===== config.mk =====
export PLATFORM = sky130hd
export DESIGN_NAME = seg7_scan_driver
export DESIGN_NICKNAME = d
export VERILOG_FILES = /design/src/rtl/seg7_scan_driver.sv
export SDC_FILE = /design/constraint.sdc
export NUM_CORES = 1
export LEC_CHECK = 0
export ABC_AREA = 1
export CAP_MARGIN = 20
export CORE_MARGIN = 2
export CORE_UTILIZATION = 62
export CTS_BUF_LIST = sky130_fd_sc_hd__clkbuf_8
export DETAILED_ROUTE_END_ITERATION = 8
export PLACE_DENSITY = 0.86
export SKIP_LAST_GASP = 1
export SLEW_MARGIN = 0
export SYNTH_ARGS = -nofsm -noshare
export SYNTH_HDL_FRONTEND = slang
export SYNTH_SLANG_ARGS = --single-unit
export TNS_END_PERCENT = 100

===== constraint.sdc =====
create_clock -name clk -period 5.62 [get_ports clk]
set_input_delay 1.124 -clock clk [delete_from_list [all_inputs] [get_ports clk]]
set_output_delay 1.124 -clock clk [all_outputs]
set_load 0.02 [all_outputs]

===== src/rtl/seg7_scan_driver.sv =====
// rtl/seg7_scan_driver.sv - 4-digit multiplexed common-anode 7-segment scan driver
//
// Purpose: time-multiplexes four BCD digits onto a common-anode display.
// Each slot opens with a blank interval so the previous digit does not ghost.
// The inputs are snapshotted once per frame so a digit never tears mid-frame.
// The blink flag drives the decimal point of position 1.
//
// Optional feature: define SEG7_LZB_EN for leading-zero blanking of position 0.
//
// Ports:
//   clk, rst            - clock, asynchronous active-high reset
//   digit1..digit4      - BCD digits, digit1 is the leftmost position
//   ptflag              - colon/blink flag (level sampled)
//   seg[6:0]            - segments a..g, active-low
//   dp                  - decimal point, active-low
//   an[3:0]             - anode enables, an[0] = digit1, active-low

module seg7_scan_driver #(
    parameter int SCAN_DIV     = 50000,
    parameter int BLANK_CYCLES = 500
) (
    input  logic       clk,
    input  logic       rst,
    input  logic [3:0] digit1,
    input  logic [3:0] digit2,
    input  logic [3:0] digit3,
    input  logic [3:0] digit4,
    input  logic       ptflag,
    output logic [6:0] seg,
    output logic       dp,
    output logic [3:0] an
);

    localparam int CW = $clog2(SCAN_DIV);

    typedef enum logic {
        ST_BLANK = 1'b0,
        ST_SHOW  = 1'b1
    } state_t;

    state_t          state_q, state_d;
    logic [CW-1:0]   cnt_q, cnt_d;
    logic [1:0]      idx_q, idx_d;
    logic [3:0][3:0] dig_q, dig_d;
    logic            pt_q, pt_d;
    logic [6:0]      seg_q, seg_d;
    logic            dp_q, dp_d;
    logic [3:0]      an_q, an_d;

    logic            wrap;
    logic            lzb_blank;

    function automatic logic [6:0] decode(input logic [3:0] v);
        logic [6:0] r;
        case (v)
            4'd0:    r = 7'h40;
            4'd1:    r = 7'h79;
            4'd2:    r = 7'h24;
            4'd3:    r = 7'h30;
            4'd4:    r = 7'h19;
            4'd5:    r = 7'h12;
            4'd6:    r = 7'h02;
            4'd7:    r = 7'h78;
            4'd8:    r = 7'h00;
            4'd9:    r = 7'h10;
            default: r = 7'h3F;  // non-BCD shows a dash
        endcase
        return r;
    endfunction

    always_comb begin
        wrap  = (cnt_q == CW'(SCAN_DIV - 1));
        cnt_d = wrap ? '0 : cnt_q + CW'(1);
        idx_d = wrap ? idx_q + 2'd1 : idx_q;

        // Snapshot on the edge that ends (idx=0, cnt=0). The next cycle is
        // always blank because BLANK_CYCLES >= 2, so the shadow is settled
        // before any digit is shown from it.
        dig_d = dig_q;
        pt_d  = pt_q;
        if (idx_q == 2'd0 && cnt_q == '0) begin
            dig_d = {digit4, digit3, digit2, digit1};
            pt_d  = ptflag;
        end

        state_d = state_q;
        if (wrap)
            state_d = ST_BLANK;
        else if (cnt_q == CW'(BLANK_CYCLES - 1))
            state_d = ST_SHOW;

`ifdef SEG7_LZB_EN
        lzb_blank = (idx_d == 2'd0) && (dig_q[0] == 4'd0);
`else
        lzb_blank = 1'b0;
`endif

        // Outputs are computed from the next-cycle state so that they are
        // registered yet aligned with the cnt value they belong to.
        an_d  = 4'hF;
        seg_d = 7'h7F;
        dp_d  = 1'b1;
        if (state_d == ST_SHOW) begin
            if (!lzb_blank) begin
                an_d  = ~(4'b0001 << idx_d);
                seg_d = decode(dig_q[idx_d]);
            end
            dp_d = ~((idx_d == 2'd1) && pt_q);
        end
    end

    always_ff @(posedge clk or posedge rst) begin
        if (rst) begin
            state_q <= ST_BLANK;
            cnt_q   <= '0;
            idx_q   <= 2'd0;
            dig_q   <= '0;
            pt_q    <= 1'b0;
            an_q    <= 4'hF;
            seg_q   <= 7'h7F;
            dp_q    <= 1'b1;
        end else begin
            state_q <= state_d;
            cnt_q   <= cnt_d;
            idx_q   <= idx_d;
            dig_q   <= dig_d;
            pt_q    <= pt_d;
            an_q    <= an_d;
            seg_q   <= seg_d;
            dp_q    <= dp_d;
        end
    end

    assign an  = an_q;
    assign seg = seg_q;
    assign dp  = dp_q;

endmodule

Yosys cells after proc, flatten, opt, wreduce, memory -nomap -nowiden
Memory sizes are Yosys's and may differ from the RTL's.
Index checks and enable logic that the tools add are counted.
{"block": "word_totals", "latchBits": 0, "output_inout_bits": 12, "memories": 1, "ramBits": 0, "reg_bits": 48, "romBits": 112, "wordCells": 34, "inputBits": 19}
{"memory": "(no name shown)", "depth": 16, "word_bits": 7, "rd": 1, "rd_clocked_by_memory_dff": 0, "wr": 0, "line_no": "55", "source": "case (v)"}
{"block": "op_classes", "n_bitwise": 2, "n_mul": 0, "order_cmp": 1, "eq_ne": 3, "muxes": 9, "div_mod_pow": 0, "reduce_logical": 4, "shift": 1, "n_addsub": 2}
{"operator": "16-bit by 1-bit adder with 16-bit output (second input constant)", "count": 1}
{"operator": "16-bit equality test (second input constant)", "count": 1}
{"operator": "16-bit by 9-bit equality test with 1-bit output (second input constant)", "count": 1}
{"operator": "16-bit zero test", "count": 1}
{"operator": "16-bit two-way mux", "count": 1}
{"operator": "4-bit binary-select mux with 2-bit select", "count": 1}
{"operator": "4-bit two-way mux", "count": 2}
{"operator": "7-bit two-way mux", "count": 1}
{"operator": "4-bit NOT", "count": 1}
{"operator": "1-bit by 2-bit left shift with 4-bit output (first input constant)", "count": 1}
{"operator": "2-bit by 3-bit less-than comparator with 1-bit output (second input constant)", "count": 1}
{"operator": "1-bit two-way mux", "count": 3}
{"operator": "2-bit by 1-bit adder with 2-bit output (second input constant)", "count": 1}
{"operator": "2-bit by 1-bit equality test with 1-bit output (second input constant)", "count": 1}
{"operator": "1-bit logical AND", "count": 2}
{"operator": "2-bit zero test", "count": 1}
{"operator": "2-bit two-way mux", "count": 1}
{"operator": "1-bit NOT", "count": 1}

Logic depth before layout (Yosys ltp)
Gate-level depths: netlist of run 1.
{"block": "depth", "word_depth": 6, "mapped_depth": 17}

Worst setup path after synthesis of run 1
Ideal clock, no wire load.
{"block": "synth_path", "path_kind": "register to register", "from": "reg cnt_q[0]", "to": "reg seg_q[3] (netlist: seg[3])", "path_stages_with_launch": 16, "synth_period_minus_slack_ns": 2.037, "slack_ns": 3.583, "arrival_ns": 1.977, "path_buffers": 1, "cell_sequence": "dfrtp_1 ha_1 nand3_4 nor2_4 nand3_2 buf_6 nand3_1 nand3_2 nand2_4 inv_1 ha_1 inv_1 nand2_1 nand2_1 nand2_1 nand2_1"}
{"block": "synth_between", "elab_chain_len": 6, "elab_cells_between_ends": 9, "classes_between": "eq/ne: 2; mux: 6; memory: 1"}
{"item": "from (decl)", "line_no": "42", "source": "logic [CW-1:0] cnt_q, cnt_d;"}
{"item": "from (signal assigned)", "line_no": "124", "source": "cnt_q <= cnt_d;"}
{"item": "16-bit equality test", "line_no": "72", "source": "wrap = (cnt_q == CW'(SCAN_DIV - 1));"}
{"item": "2-bit two-way mux", "line_no": "74", "source": "idx_d = wrap ? idx_q + 2'd1 : idx_q;"}
{"item": "4-bit binary-select mux with 2-bit select", "line_no": "106", "source": "seg_d = decode(dig_q[idx_d]);"}
{"item": "4-bit two-way mux (not written as such)", "line_no": "106"}
{"item": "memory 16 x 7 bit"}
{"item": "7-bit two-way mux *", "line_no": "103", "source": "if (state_d == ST_SHOW) begin"}
{"item": "net seg_d[3]", "line_no": "46", "source": "logic [6:0] seg_q, seg_d;"}
{"item": "to (signal assigned)", "line_no": "129", "source": "seg_q <= seg_d;"}
{"item": "to (decl)", "line_no": "46"}
Mark *: on every way through the listed nets, which the timed path passes. The rest lies on a longest branch. The select of a mux whose other input is x is not followed.
A chain may end at the register's enable or synchronous reset.

Worst setup path in the final report of run 1
{"block": "layout_path", "from": "reg seg_q[2] (netlist: seg[2])", "to": "out seg[2]"}
{"item": "to (decl)", "line_no": "29", "source": "output logic [6:0] seg,"}
No word-level cell between the ends.

==> summary.md, run 1 <==
| Metric | Value |
|---|---|
| Dpl cell area | 2850 µm² |
| Critical path peak fanout | 1 |
| Area added between synthesis and finish | 16.2% |
| Largest net degree at the start of global routing | 49 |
| Placeable core area | 3970 µm² |
| HPWL after DPL | 3.82 mm |
| Synth Warn # | 0 |
| Max layer used | met4 |
| Arrival time worst endpoint | 1.46 ns |
| Hold_sp | pt_q |
| Mapped Nets | 305 |
| Commonest non-fill, non-tap cell in the layout | nand2_1 |
| Hold Vio Cnt, Final | 0 |
| Critical Path RT | 4.50 ns |
| Routed Antenna Nets | 0 |
| IO Pins | 31 |
| Slowest-stage cell, CP | clkdlybuf4s50_1 |
| TritonCTS clock tree | built |
| Stages on worst setup path | 1 |
| Synthesized area per cell | 8.94 µm² |
| Drt first pass iters | 4 |
| Critical path class | reg -> out |
| DR WL/cell | 13.9 µm |
| Tmin final | 2.58 ns |
| Htree depth | 2 |
| Final nets | 338 |
| FILL cells | 292 |
| Standard-cell rows | 23 |
| Post-Syn Area | 2520 µm² |
| Setup crit start | seg[2] |
| # diodes | 0 |
| Die area | 4590 µm² |
| Status | finished, final reports clean |
| Maximum clock rate | 388 MHz |
| Layout cells sized above 1 | 0.203 |
| WL final | 5.09 mm |
| Vias in the first global route | 1,881 |
| GRT Total Usage | 0.249 |
| Resize count post-CTS | 0 |
| Sequential-to-total area share from yosys stat | 0.482 |
| Avg Vias per Cell | 5.49 |
| Leakage | 1.41 nW |
| Hold crit path type | reg -> reg |
| Iter 0 DRT Violations | 207 |
| RR Startpoint | cnt_q[0] |
| Synth Register Bits | 48 |
| Cts hold-fix bufs | 0 |
| Worst-path clk slew | 0.08 ns |
| Hold Crit Depth | 1 |
| CP delay by family, top | buffers and inverters |
| PD cells | 200 nW/µm² |
| Most frequent cells in the layout | 67 x nand2_1, 40 x inv_1, 36 x dfrtp_1 |
| Setup bufs post-CTS | 0 |
| Worst-path cell chain | clkdlybuf4s50_1 |
| Final setup vio count | 0 |
| Max cap viols | 0 |
| Largest stage delay on the critical path | 0.63 ns |
| Number of remaining DRC errors | 0 |
| Fin Setup TNS | 0 ns |
| Worst Tran Pin Value | 0.928 ns |
| Die height | 67.8 µm |
| Starting density of the core | 0.635 |
| Final Skew | 0.0111 ns |
| Gate Count Post-Synth | 282 |
| Reg2Reg Depth | 15 |
| Setup crit end kind | primary output |
| Clk Latency, worst-skew pair | 0.30 ns |
| Post-route cell area | 2930 µm² |
| Max IR drop VDD | 0.172 mV |
| CTS sink count | 48 |
| Worst rel slew slack | 0.380 |
| Clock tree buffer depth | 2 |
| CP bufs+invs | 1 |
| RSZ-0062 raised after global routing | no |
| Routed wl met3 | 248 µm |
| Initial antenna violation count | 0 |
| GP Congestion | 0.919 |
| Die width | 67.8 µm |
| DR WL met2 | 2.54 mm |
| Tcrit/Tclk final | 0.459 |
| TritonCTS Buffers | 5 |
| Total number of vias | 2,009 |
| Critical Path Start Type | flop |
| Grt ovf | 0 |
| Final Max Slew Viols | 0 |
| I/O Buffers | 30 |
| CTS root buf | clkbuf_8 |
| Global-route wire length before repair | 8.48 mm |
| Metal-1 WL | 2.19 mm |
| Netlist cell types | 32 |
[state kept, by name, indices dropped and copies added, names as in the netlist]
register  flops
idx_q         2
an            4
dig_q        16
dp            1
pt_q          1
state_q       1
seg           7
cnt_q        16
[cells by family (layout without fill, tap and decap cells)]
kind of cell / after synthesis / after routing / share of synthesized area
simple gates: 145 / 145 / 0.288
flops: 48 / 48 / 0.482
mux: 17 / 17 / 0.0759
compound gates: 20 / 20 / 0.0531
fa+ha+maj: 4 / 4 / 0.0198
xor+xnor: 1 / 1 / 0.00347
buf+inv: 47 / 81 / 0.0779
[cells in the mapped netlist (all sizes together)]
master / count / area [µm²]
nand3: 37 / 218
nand4: 1 / 6.26
nor2: 19 / 93.8
o21ai: 8 / 51.3
a21oi: 7 / 38.8
a31oi: 3 / 18.8
o22ai: 1 / 6.26
mux2: 17 / 191
nor3: 7 / 35.0
xor2: 1 / 8.76
buf: 4 / 35.0
dfrtp: 36 / 901
ha: 4 / 50.1
inv: 43 / 161
a21boi: 1 / 18.8
nor4: 2 / 18.8
nand2: 77 / 339
nor3b: 2 / 15.0
dfstp: 12 / 315
[where the power goes]
group	total [mW]	switching, mW	internal [mW]
clock network	0.190	0.106	0.0838
registers	0.356	0.00466	0.352
logic	0.0396	0.0188	0.0208
[final cells by class]
class                   instances  area, µm²  share of cell area
flip-flops and latches         48       1220               0.415
repair buffers                 30        300               0.102
clock buffers                   5       68.8              0.0235
multi-input cells             187       1110               0.379
clock inverters                 3       12.5             0.00427
well taps                      50       62.6              0.0213
inverters                      43        161              0.0551
[final timing paths]
kind	slack, ns	end
min	0.45	dp
max in group asynchronous	3.67	dig_q[8]
min in group asynchronous	1.35	cnt_q[2]
max reg2reg	3.23	seg[3]
min reg2reg	0.45	dp
max	3.04	seg[2]
[metal layers]
metal  GRT usage  vias to the layer above
met4      0.0825                        0
li1            -                      970
met3      0.0550                       14
met1       0.328                      955
met5           0                        -
met2       0.407                       70
[metrics by stage]
stage | util | std cells | hold WS [ns] | setup slack, ns | power, mW
after global routing | 0.738 | 366 | 0.489 | 3.01 | 0.612
final | 0.738 | 366 | 0.452 | 3.04 | 0.586
after detailed placement | 0.718 | 358 | 0.453 | 3.27 | 0.403
after global placement | 0.718 | 358 | 0.424 | 3.31 | 0.402
after floorplan | - | 282 | 0.394 | 3.37 | 0.384
after CTS | 0.738 | 366 | 0.463 | 3.05 | 0.589
(Power assumes the default switching activity.)
==> inputs of run 2 (changes only) <==
- CORE_UTILIZATION: 62 -> 57
- PLACE_DENSITY: 0.86 -> 0.79
- clock period: 5.62 -> 2.5 ns (I/O delays scaled with it)
==> summary.md, run 2 (synthesis gave the netlist of run 1 again) <==
| Metric | Value |
|---|---|
| TritonCTS Buffers | 5 (unchanged) |
| GRT Total Usage | 0.211 (was 0.249) |
| Dpl ws | 0.211 ns (was 3.27 ns) |
| Area added between synthesis and finish | 18.9% (was 16.2%) |
| Final setup vio count | 0 (unchanged) |
| Total number of vias | 1,935 (was 2,009) |
| Grt ovf | 0 (unchanged) |
| I/O Buffers | 30 (unchanged) |
| Most frequent cells in the layout | 67 x nand2_1, 40 x inv_1, 36 x dfrtp_1 (unchanged) |
| TritonCTS clock tree | built (unchanged) |
| Initial antenna violation count | 0 (unchanged) |
| Reg-to-reg slack, setup | 0.25 ns (was 3.23 ns) |
| Tmin final | 2.25 ns |
| Fin util | 0.698 (was 0.738) |
| Worst-path clk slew | 0.08 ns (about the same) |
| Critical path peak fanout | 12 (was 1) |
| CTS root buf | clkbuf_8 (unchanged) |
| Critical Path Start Type | flop (unchanged) |
| Final worst slack | 0.252 ns (was 3.04 ns) |
| Leakage | 1.44 nW (was 1.41 nW) |
| Worst-path cell chain | nor2_1 -> nand2_1 -> nor2_4 -> nand2_4 -> nand2_4 -> nand2_4 -> nand2_1 -> nand3_2 -> nand2_4 -> inv_1 -> ha_1 -> inv_1 -> nand2_1 -> nand2_1 -> nand2_1 -> nand2_1 (was clkdlybuf4s50_1) |
| Iter 0 DRT Violations | 154 (was 207) |
| Worst Tran Pin Value | 0.358 ns (was 0.928 ns) |
| Starting density of the core | 0.587 (was 0.635) |
| Max cap viols | 0 (unchanged) |
| Largest stage delay on the critical path | 0.40 ns (was 0.63 ns) |
| Global-route wire length before repair | 8.33 mm (was 8.48 mm) |
| Maximum clock rate | 445 MHz |
| # diodes | 0 (unchanged) |
| Worst rel slew slack | 0.762 (was 0.380) |
| Final nets | 344 (was 338) |
| CTS sink count | 48 (unchanged) |
| Clk Latency, worst-skew pair | 0.30 ns (about the same) |
| HPWL after DPL | 3.60 mm (was 3.82 mm) |
| Fin Setup TNS | 0 ns (unchanged) |
| Vias in the first global route | 1,860 (was 1,881) |
| Layout cells sized above 1 | 0.220 (was 0.203) |
| Number of remaining DRC errors | 0 (unchanged) |
| Placeable core area | 4290 µm² (was 3970 µm²) |
| Htree depth | 2 (unchanged) |
| FILL cells | 350 (was 292) |
| Arrival time worst endpoint | 2.50 ns (was 1.46 ns) |
| Final Skew | 0.00887 ns (was 0.0111 ns) |
| CP most frequent cell | nand2_1 |
| Hold Vio Cnt, Final | 0 (unchanged) |
| Slowest-stage cell, CP | dfrtp_1 (was clkdlybuf4s50_1) |
| Commonest non-fill, non-tap cell in the layout | nand2_1 (unchanged) |
| Max IR drop VDD | 0.409 mV (was 0.172 mV) |
| Routed Antenna Nets | 0 (unchanged) |
| Critical Path RT | 2.75 ns (was 4.50 ns) |
| Drt first pass iters | 4 (unchanged) |
| Final Max Slew Viols | 0 (unchanged) |
| WL final | 4.76 mm (was 5.09 mm) |
| Largest net degree at the start of global routing | 19 (was 49) |
| Die height | 70.5 µm (was 67.8 µm) |
| Hold crit path type | in -> async (was reg -> reg) |
| Tcrit/Tclk final | 0.899 |
| GP Congestion | 0.902 (was 0.919) |
| DR WL/cell | 12.7 µm (was 13.9 µm) |
| RSZ-0062 raised after global routing | no (unchanged) |
| Power Total | 1.33 mW (was 586 µW) |
| Avg Vias per Cell | 5.17 (was 5.49) |
| Critical path class | reg -> reg (was reg -> out) |
| Standard-cell rows | 24 (was 23) |
| IO Pins | 31 (unchanged) |
| Reg2Reg Depth | 16 (was 15) |
| Die area | 4970 µm² (was 4590 µm²) |
| Die width | 70.5 µm (was 67.8 µm) |
| PD cells | 443 nW/µm² (was 200 nW/µm²) |
| Setup crit end kind | flop (was primary output) |
| Status | finished, final reports clean (unchanged) |
| Clock tree buffer depth | 2 (unchanged) |
-- run 2: changes by cell type in the layout (fill, tap and decap cells not counted), sizes merged --
| cell | delta |
|---|---|
| buf | +6 |
-- run 2: final cells by class --
class	count	area (µm²)	share of cell area
inverters	43	161	0.0538
flip-flops and latches	48	1220	0.406
clock buffers	5	68.8	0.0229
multi-input cells	187	1130	0.377
well taps	52	65.1	0.0217
repair buffers	36	345	0.115
clock inverters	3	12.5	0.00417
-- run 2: worst max-delay path: cells and delay by family (launching register included) --
| family | cells | cell delay (ns) |
|---|---|---|
| buffers and inverters | 2 | 0.12 |
| flip-flops | 1 | 0.40 |
| adder cells (fa/ha/maj) | 1 | 0.30 |
| AND/OR/NAND/NOR | 13 | 1.37 |
-- run 2: worst paths after layout --
kind	to	start
max in group asynchronous	seg[1]	rst
worst min register to register	dp	pt_q
worst max-delay path	seg[3]	cnt_q[13]
min in group clk	dp	pt_q
worst max register to register	seg[3]	cnt_q[13]
worst min-delay path	cnt_q[14]	rst
-- run 2: metrics by stage --
stage,hold slack (ns),cells,area [µm²]
after CTS,0.459,371,2960
final,0.452,374,3000
after global placement,0.446,363,2880
after global routing,0.476,374,3000
after detailed placement,0.447,363,2880
after floorplan,0.394,282,2520
-- run 2: timing repair --
action                                  CTS  global route
buffers inserted                          0             3
endpoints found under the setup margin    0             1
gates resized for setup                   0             3
hold buffers                              0             0
-- run 2: report_power, final --
part	switching, mW	internal (mW)	leakage, nW	total, mW
registers	0.0101	0.791	0.575	0.801
clock network	0.247	0.188	0.0505	0.435
logic	0.0430	0.0489	0.815	0.0919
total	0.300	1.03	1.44	1.33
-- run 2: metal layers --
metal	share of wire	up-vias	track usage
li1	-	982	-
met1	0.49	892	0.315
met2	0.45	53	0.309
met3	0.043	8	0.0447
met4	0.017	0	0.0705
met5	0	-	0
